--- src/rtl/fetch_queue.sv ---
// fetch_queue
//   Instruction-fetch stage placed directly upstream of the instruction ROM.
//   It owns the fetch PC (fpc) and drives the ROM word address. Each cycle the
//   queue has room, it captures the returned word and its PC into a small
//   FIFO. The FIFO head is offered to decode over a valid/ready handshake.
//   A redirect flushes the queue and restarts fetch at the target.
//
// Ports
//   clk          in   1      clock, rising edge
//   reset        in   1      asynchronous, active-high reset
//   imem_addr    out  AW     ROM word address = fpc[AW+1:2]
//   imem_q       in   N      ROM read data, same-cycle response to imem_addr
//   redirect     in   1      branch taken: flush the queue and reload fpc
//   redirect_pc  in   64     byte-address redirect target
//   instr_o      out  N      instruction at the FIFO head (0 when not valid)
//   pc_o         out  64     byte PC of instr_o (0 when not valid)
//   valid_o      out  1      FIFO head is valid
//   ready_i      in   1      decode accepts the head this cycle
//   count_o      out  CW     current FIFO occupancy
module fetch_queue #(
  parameter int N     = 32,
  parameter int DEPTH = 4,
  parameter int AW    = 6,
  localparam int PW   = $clog2(DEPTH),
  localparam int CW   = $clog2(DEPTH) + 1
) (
  input  logic          clk,
  input  logic          reset,
  output logic [AW-1:0] imem_addr,
  input  logic [N-1:0]  imem_q,
  input  logic          redirect,
  input  logic [63:0]   redirect_pc,
  output logic [N-1:0]  instr_o,
  output logic [63:0]   pc_o,
  output logic          valid_o,
  input  logic          ready_i,
  output logic [CW-1:0] count_o
);

  localparam logic [CW-1:0] FULL = CW'(DEPTH);

  logic [63:0]   r_fpc;
  logic [CW-1:0] r_count;
  logic [PW-1:0] r_wptr;
  logic [PW-1:0] r_rptr;
  logic [N-1:0]  r_instr [DEPTH];
  logic [63:0]   r_pc    [DEPTH];

  logic w_valid;
  logic w_pop;
  logic w_push;

  assign w_valid = (r_count != '0);
  assign w_pop   = w_valid & ready_i;
  // A full queue can still accept a word when the head leaves in the same
  // cycle; the freed slot is the one the write pointer already points at.
  assign w_push  = ~redirect & ((r_count < FULL) | w_pop);

  assign imem_addr = r_fpc[AW+1:2];
  assign valid_o   = w_valid;
  assign count_o   = r_count;
  assign instr_o   = w_valid ? r_instr[r_rptr] : '0;
  assign pc_o      = w_valid ? r_pc[r_rptr]    : '0;

  // Control state: fpc, occupancy and pointers.
  always_ff @(posedge clk or posedge reset) begin
    if (reset) begin
      r_fpc   <= '0;
      r_count <= '0;
      r_wptr  <= '0;
      r_rptr  <= '0;
    end else if (redirect) begin
      // A pop in this cycle has already been seen by decode; the flush only
      // drops what is left, so nothing else needs to happen for it here.
      r_fpc   <= redirect_pc & ~64'd3;
      r_count <= '0;
      r_wptr  <= '0;
      r_rptr  <= '0;
    end else begin
      if (w_push) begin
        r_fpc  <= r_fpc + 64'd4;
        r_wptr <= r_wptr + PW'(1);
      end
      if (w_pop) begin
        r_rptr <= r_rptr + PW'(1);
      end
      r_count <= r_count + CW'(w_push) - CW'(w_pop);
    end
  end

  // Entry storage needs no reset: entries are only observed through the
  // occupancy count, and outputs are forced to zero while empty.
  always_ff @(posedge clk) begin
    if (w_push) begin
      r_instr[r_wptr] <= imem_q;
      r_pc[r_wptr]    <= r_fpc;
    end
  end

endmodule

--- config.mk ---
export PLATFORM = sky130hd
export DESIGN_NAME = fetch_queue
export DESIGN_NICKNAME = d
export VERILOG_FILES = /design/src/rtl/fetch_queue.sv
export SDC_FILE = /design/constraint.sdc
export NUM_CORES = 1
export LEC_CHECK = 0
export BUFFER_PORTS_ARGS = -buffer_cell sky130_fd_sc_hd__buf_2
export CORE_ASPECT_RATIO = 1.1
export CORE_MARGIN = 2
export CORE_UTILIZATION = 35
export CTS_BUF_LIST = sky130_fd_sc_hd__clkbuf_4 sky130_fd_sc_hd__clkbuf_8 sky130_fd_sc_hd__clkbuf_16
export CTS_CLUSTER_SIZE = 28
export DETAILED_ROUTE_END_ITERATION = 8
export PLACE_DENSITY = 0.51
export REMOVE_ABC_BUFFERS = 1
export SLEW_MARGIN = 15
export SYNTH_ARGS = -nofsm -noshare
export SYNTH_HDL_FRONTEND = slang
export SYNTH_SLANG_ARGS = --single-unit
--- constraint.sdc ---
create_clock -name clk -period 4.76 [get_ports clk]
set_input_delay 0.714 -clock clk [delete_from_list [all_inputs] [get_ports clk]]
set_output_delay 0.714 -clock clk [all_outputs]
set_load 0.01 [all_outputs]
==> summary.txt, run 1 <==
Run status
  – Failing checks: DRC
  – Status: finished with violations

Drt
  – Wirelength, routed: 43,400 um
  – Vias per inst: 5.14
  – Drt wl/cell: 22.0 um
  – DRC violation count after routing: 12
  – Remaining antenna violation count: 0
  – Initial drt markers: 661
  – DR pass1 iterations: 8
  – Vias: 10.1k

Floorplanning
  – Die Wd: 222 um
  – Die Height: 243 um
  – I/O pins: 206
  – # rows: 87
  – Die ar.: 0.0539 mm2
  – Starting Density: 35.5%
  – Area of the core: 0.0514 mm2

Logic synthesis
  – Post-Syn Area: 0.0182 mm2
  – Synth cell count leaders: 376 x edfxtp_1, 98 x and2_1, 94 x mux4_2, 69 x dfrtp_1, 60 x nand2_1
  – Synth Instances: 1,061
  – Cell taking the most area after synthesis: edfxtp_1
  – Sequential area share after synthesis: 71.4%
  – Syn Area/Cell: 17.2 um2
  – Yosys reg bits: 445
  – Post-synth EDFFs: 376
  – Count leader, synth: edfxtp_1
  – Yosys warning total: 0
  – Distinct cells, synth: 48
  – Top cells by area, synth: edfxtp_1 62%, mux4_2 12%, dfrtp_1 9.5%
  – Post-synth top area share: 61.9%
  – Top FF cell, synth: edfxtp_1
  – Async S/R FF share, synth: 15.5%

Placement
  – I/O Buffers: 201
  – DP HPWL: 25,700 um
  – Dpl cells: 1,887
  – Pre-CTS setup slack: 1510 ps
  – Final GP Congestion: 0.698

Setup path
  – Worst Reg2Reg Path Length in Cells: 6
  – Reg2reg setup slack: 1800 ps
  – Worst Setup End Kind: output port
  – CP max stage delay: 750 ps
  – Worst path slowest cell: dfrtp_4
  – Worst path arrival time: 2680 ps
  – R2r endpoint: r_fpc[54]$_DFFE_PP0N_
  – CP max FO: 45
  – Nature of the critical path startpoint: register
  – Worst R2R Start: r_fpc[2]$_DFFE_PP0N_
  – CP delay by family, top: flip-flops
  – Worst path required time: 4050 ps
  – Buffers & Inverters on Critical Path: 2
  – CP Class: reg2out
  – Worst-path cell chain: buf_12 -> mux4_2 -> and2_1 -> buf_2

GRT
  – First-pass GRT wire length: 65,900 um
  – Overflow left after global routing: 0
  – Largest net degree at the start of global routing: 59
  – GRT Overall Usage: 16.2%
  – Vias in the first global route: 10.6k
  – Initial antenna violation count: 0

Clock network
  – H-Tree Depth: 2
  – Clk buf depth: 3
  – CTS Hold Bufs: 0
  – CTS tree: built
  – Clk sinks: 445
  – Total setup buffers inserted after CTS: 0
  – Number of buffers created by CTS: 49
  – Clock root cell: clkbuf_16
  – Clock latency on the worst-skew pair: 570 ps
  – Clock slew at reported path FFs: 50 ps
  – Cts repair resizes: 0

Timing
  – Slew headroom: 30.1%
  – Fin crit period: 3390 ps
  – RSZ-0062 raised after global routing: false
  – Final Hold Viols: 0
  – Slew @ Worst Pin: 1050 ps
  – Final Skew: 9.97 ps
  – Fin crit share: 71.3%
  – Final setup fails: 0
  – Count of pins over their slew limit: 0
  – Fmax: 295 MHz
  – Hold WS: 353 ps
  – Final worst slack: 1370 ps
  – Setup TNS: 0 ps

Final layout
  – Footprint of the multi-input gates: 0.00491 mm2
  – # diodes: 0
  – Proportion of layout cells with a drive suffix above 1: 31.7%
  – Fill cells: 4,706
  – Register Area: 0.0130 mm2
  – # nets final: 1,379
  – Fin cells: 1,975
  – Area Overhead vs Synth: 18.8%

Hold path
  – Hold path startpoint: redirect_pc[4]
  – WHS Endpoint: r_fpc[4]$_DFFE_PP0N_
  – Hold Crit Class: in2reg
  – Hold depth: 3

Power
  – Static leakage: 0.00752 uW
  – Worst VDD drop: 0.000227 V
  – Pwr Density: 531 mW/mm2
  – Final Total Pwr: 11,500 uW

Flow run
  – Max-Cap Viols: 0
[registers in the layout (all words and copies together) (netlist names)]
name	count
r_instr	128
r_fpc	62
r_rptr	2
r_wptr	2
r_pc	248
count_o	3
[worst max-delay path by stage]
stage	startpoint	to	slack, ps	cells past startpoint
floorplan	r_rptr[0]$_DFFE_PP0P_	instr_o[0]	-510	2
global placement	redirect	r_instr[1][11]$_DFFE_PP_	1500	5
detailed placement	redirect	r_instr[1][11]$_DFFE_PP_	1510	5
CTS	r_rptr[0]$_DFFE_PP0P_	pc_o[10]	1230	4
global route	r_rptr[0]$_DFFE_PP0P_	pc_o[24]	1170	4
finish	r_rptr[0]$_DFFE_PP0P_	instr_o[22]	1370	4
[metal layers]
metal	up-vias	global-route usage, %	share of wire (%)
li1	4596	-	-
met4	0	4.37	2.2
met2	189	27.3	49
met5	-	0	0
met3	64	2.91	3.7
met1	5300	21.5	45
[cells in the final DEF, fill, tap and decap left out, types with 25 or more instances in the layout]
| cell type | count |
|---|---|
| a31oi_1 | 26 |
| and2_1 | 98 |
| buf_2 | 201 |
| clkbuf_16 | 49 |
| dfrtp_1 | 67 |
| edfxtp_1 | 376 |
| mux4_2 | 94 |
| nand2_1 | 60 |
| nor2_1 | 38 |
| o21ai_0 | 25 |
| xor2_1 | 25 |
[tightest hold or removal path, stage by stage]
cell and delay [ps]:
buf_2 70, nand2_1 40, o21ai_0 50
[cells by family after synthesis]
family                     count (synthesis)  share of synthesized area [%]
AOI/OAI and AO/OA                         90                           3.09
xor gates and xnor gates                  33                           1.59
adders and majority gates                  8                          0.590
buffers and inverters                     75                           1.85
DFF                                      445                           71.4
muxes                                     97                           11.8
other                                      1                         0.0206
and+or+nand+nor                          312                           9.67
[final cells by class]
type / instances / share of cell area [%]
inverter: 10 / 0.179
sequential: 445 / 60.1
tap: 667 / 3.85
clock buffer: 62 / 6.11
multi-input combinational: 542 / 22.6
clock inverter: 26 / 1.33
timing repair buffer: 223 / 5.75
[per-stage QoR]
step,cell area (um2),util (%)
global route,21700,42.2
CTS,21700,42.2
detailed placement,20100,39.0
finish,21700,42.2
floorplan,17900,-
global placement,20100,39.0
[report_power, final]
group	internal (uW)	switching, uW
Sequential	4740	260
Combinational	1240	1470
Clock	2290	1510
Total	8280	3230
Note: power is estimated with default switching activity, not from simulation.
==> run 2: changes to the inputs <==
- ABC_AREA: default -> 1
- clock period: 4.76 -> 3.5 ns (I/O delays scaled with it)
==> summary.txt, run 2 <==
Clock network
  – Number of buffers created by CTS: 48 (was 49)
  – Clk sinks: 445 (unchanged)
  – CTS Hold Bufs: 0 (unchanged)
  – Cts repair resizes: 0 (unchanged)
  – Total setup buffers inserted after CTS: 0 (unchanged)
  – Clock root cell: clkbuf_16 (unchanged)
  – H-Tree Depth: 2 (unchanged)
  – Clk buf depth: 3 (unchanged)
  – CTS tree: built (unchanged)
  – Clock latency on the worst-skew pair: 590 ps (was 570 ps)
  – Clock slew at reported path FFs: 60 ps (was 50 ps)

Logic synthesis
  – Yosys reg bits: 445 (unchanged)
  – Distinct cells, synth: 39 (was 48)
  – Synth Area in Adders: 0.548% (was 0.590%)
  – Syn Area/Cell: 10.3 um2 (was 17.2 um2)
  – Yosys warning total: 0 (unchanged)
  – XOR/XNOR Fraction of Synth Area: 1.12% (was 1.59%)
  – Synth Instances: 1,910 (was 1,061)
  – Post-synthesis compound-gate area fraction: 10.1% (was 3.09%)
  – Post-synth top area share: 57.5% (was 61.9%)
  – Fraction of the mapped netlist area in simple logic gates: 18.0% (was 9.67%)
  – Count leader, synth: nor2_1 (was edfxtp_1)
  – Post-synthesis mux area share: 0% (was 11.8%)
  – Top cells by area, synth: edfxtp_1 58%, nor2_1 9.4%, dfrtp_1 8.8% (was edfxtp_1 62%, mux4_2 12%, dfrtp_1 9.5%)
  – Cell taking the most area after synthesis: edfxtp_1 (unchanged)
  – Async S/R FF share, synth: 15.5% (unchanged)
  – Top FF cell, synth: edfxtp_1 (unchanged)
  – Post-synth EDFFs: 376 (unchanged)
  – Post-Syn Area: 0.0196 mm2 (was 0.0182 mm2)
  – Sequential area share after synthesis: 66.3% (was 71.4%)
  – Largest family of logic cells by synthesized area: simple AND/OR/NAND/NOR gates (was multiplexers)
  – Synth cell count leaders: 493 x nor2_1, 376 x edfxtp_1, 266 x nand2_1, 212 x o21ai_0, 102 x a21oi_1 (was 376 x edfxtp_1, 98 x and2_1, 94 x mux4_2, 69 x dfrtp_1, 60 x nand2_1)

Drt
  – Vias: 14.3k (was 10.1k)
  – Remaining antenna violation count: 0 (unchanged)
  – Vias per inst: 4.97 (was 5.14)
  – Wirelength, routed: 56,200 um (was 43,400 um)
  – Initial drt markers: 1,073 (was 661)
  – Drt wl/cell: 19.5 um (was 22.0 um)
  – DRC violation count after routing: 0 (was 12)
  – DR pass1 iterations: 5 (was 8)

Timing
  – Final worst slack: 335 ps (was 1370 ps)
  – Hold WS: 118 ps (was 353 ps)
  – Setup TNS: 0 ps (unchanged)
  – Fin crit share: 90.4%
  – Final setup fails: 0 (unchanged)
  – Count of pins over their slew limit: 0 (unchanged)
  – Fmax: 316 MHz
  – Slew headroom: 46.2% (was 30.1%)
  – RSZ-0062 raised after global routing: false (unchanged)
  – Final Hold Viols: 0 (unchanged)
  – Slew @ Worst Pin: 806 ps (was 1050 ps)
  – Final Skew: 20.2 ps (was 9.97 ps)
  – Fin crit period: 3170 ps

GRT
  – Vias in the first global route: 14.0k (was 10.6k)
  – Initial antenna violation count: 2 (was 0)
  – Overflow left after global routing: 0 (unchanged)
  – GRT Overall Usage: 19.2% (was 16.2%)
  – First-pass GRT wire length: 85,300 um (was 65,900 um)
  – Largest net degree at the start of global routing: 119 (was 59)

Floorplanning
  – Die ar.: 0.0580 mm2 (was 0.0539 mm2)
  – I/O pins: 206 (unchanged)
  – # rows: 91 (was 87)
  – Die Height: 252 um (was 243 um)
  – Starting Density: 35.2% (was 35.5%)
  – Area of the core: 0.0558 mm2 (was 0.0514 mm2)
  – Die Wd: 230 um (was 222 um)

Power
  – Static leakage: 0.00875 uW (was 0.00752 uW)
  – Worst VDD drop: 0.000822 V (was 0.000227 V)
  – Pwr Density: 722 mW/mm2 (was 531 mW/mm2)

Final layout
  – Most frequent cells in the layout: 488 x nor2_1, 376 x edfxtp_1, 266 x nand2_1 (was 376 x edfxtp_1, 201 x buf_2, 98 x and2_1)
  – # diodes: 0 (unchanged)
  – Area Overhead vs Synth: 18.0% (was 18.8%)
  – Max reg flops: 248 (unchanged)
  – Largest Register: r_pc (unchanged)
  – Proportion of layout cells with a drive suffix above 1: 16.5% (was 31.7%)
  – Fill cells: 5,455 (was 4,706)
  – Commonest non-fill, non-tap cell in the layout: nor2_1 (was edfxtp_1)
  – # nets final: 2,202 (was 1,379)
  – Top Registers: r_pc (248), r_instr (128), r_fpc (62) (unchanged)

Hold path
  – Hold Crit Class: in2async (was in2reg)

Setup path
  – Worst path arrival time: 2640 ps (was 2680 ps)
  – Critical Path Start: r_rptr[0]$_DFFE_PP0P_ (unchanged)
  – Worst Setup End Kind: output port (unchanged)
  – Worst Reg2Reg Path Length in Cells: 9 (was 6)
  – Worst R2R Start: count_o[2]$_DFF_PP0_ (was r_fpc[2]$_DFFE_PP0N_)
  – CP Class: reg2out (unchanged)
  – Nature of the critical path startpoint: register (unchanged)
  – Worst path required time: 2970 ps (was 4050 ps)
  – CP max FO: 42 (was 45)

Run status
  – Status: complete, no violations (was finished with violations)

Placement
  – I/O Buffers: 201 (unchanged)
  – DP HPWL: 35,700 um (was 25,700 um)
  – Pre-CTS setup slack: 547 ps (was 1510 ps)
  – Final GP Congestion: 0.887 (was 0.698)

Flow run
  – Max-Cap Viols: 0 (unchanged)
[run 2: final timing paths]
| path | end | slack [ps] |
|---|---|---|
| min in group clk | r_instr[0][30]$_DFFE_PP_ | 150 |
| hold reg to reg | r_wptr[0]$_DFFE_PP0N_ | 570 |
| hold / removal | r_fpc[7]$_DFFE_PP0N_ | 120 |
| setup reg to reg | count_o[2]$_DFF_PP0_ | 760 |
| max in group asynchronous | r_fpc[52]$_DFFE_PP0N_ | 2540 |
| setup / recovery | pc_o[33] | 330 |
[run 2: metal layers]
| layer | track usage, % | vias up | part of all wire (%) |
|---|---|---|---|
| li1 | - | 6890 | - |
| met4 | 5.38 | 4 | 2.4 |
| met2 | 32.3 | 322 | 48 |
| met1 | 25.8 | 6984 | 45 |
| met5 | 0 | - | 0.039 |
| met3 | 3.19 | 86 | 4.5 |
[run 2: power by group]
part	total [uW]	leakage [uW]	internal, uW	switching (uW)
clock	4970	0.000771	2880	2090
sequential	7170	0.00429	6630	538
combinational	4580	0.00369	1490	3100
total	16700	0.00875	11000	5720
[run 2: area by class of cell]
type / instances / area [um2] / share of cell area (%)
clock buffers: 61 / 1320 / 5.68
well taps: 744 / 931 / 4.02
flip-flops and latches: 445 / 13000 / 56.2
multi-input cells: 1278 / 5880 / 25.4
inverters: 89 / 338 / 1.46
repair buffers: 232 / 1450 / 6.27
clock inverters: 28 / 214 / 0.924
[run 2: through the flow]
step,utilization [%],total power (uW),cell area [um2],std cells
final,41.5,16700,23200,2877
after global routing,41.5,17700,23200,2877
after CTS,41.5,17000,23200,2877
after detailed placement,38.8,12000,21600,2788
after global placement,38.8,11900,21600,2788
after floorplan,-,9660,19200,1812
[run 2: worst max-delay path, cell delays in order, from the launching register on]
cell     delay [ps]
dfrtp_4         750
buf_4           530
nor2_1          100
nor2_1          100
o21ai_0          90
a21oi_1         270
buf_2           190
[run 2: cell families after synthesis]
family,Yosys count
xor gates and xnor gates,25
buffers and inverters,188
and+or+nand+nor,870
AOI/OAI and AO/OA,373
other,1
adders and majority gates,8
DFF,445
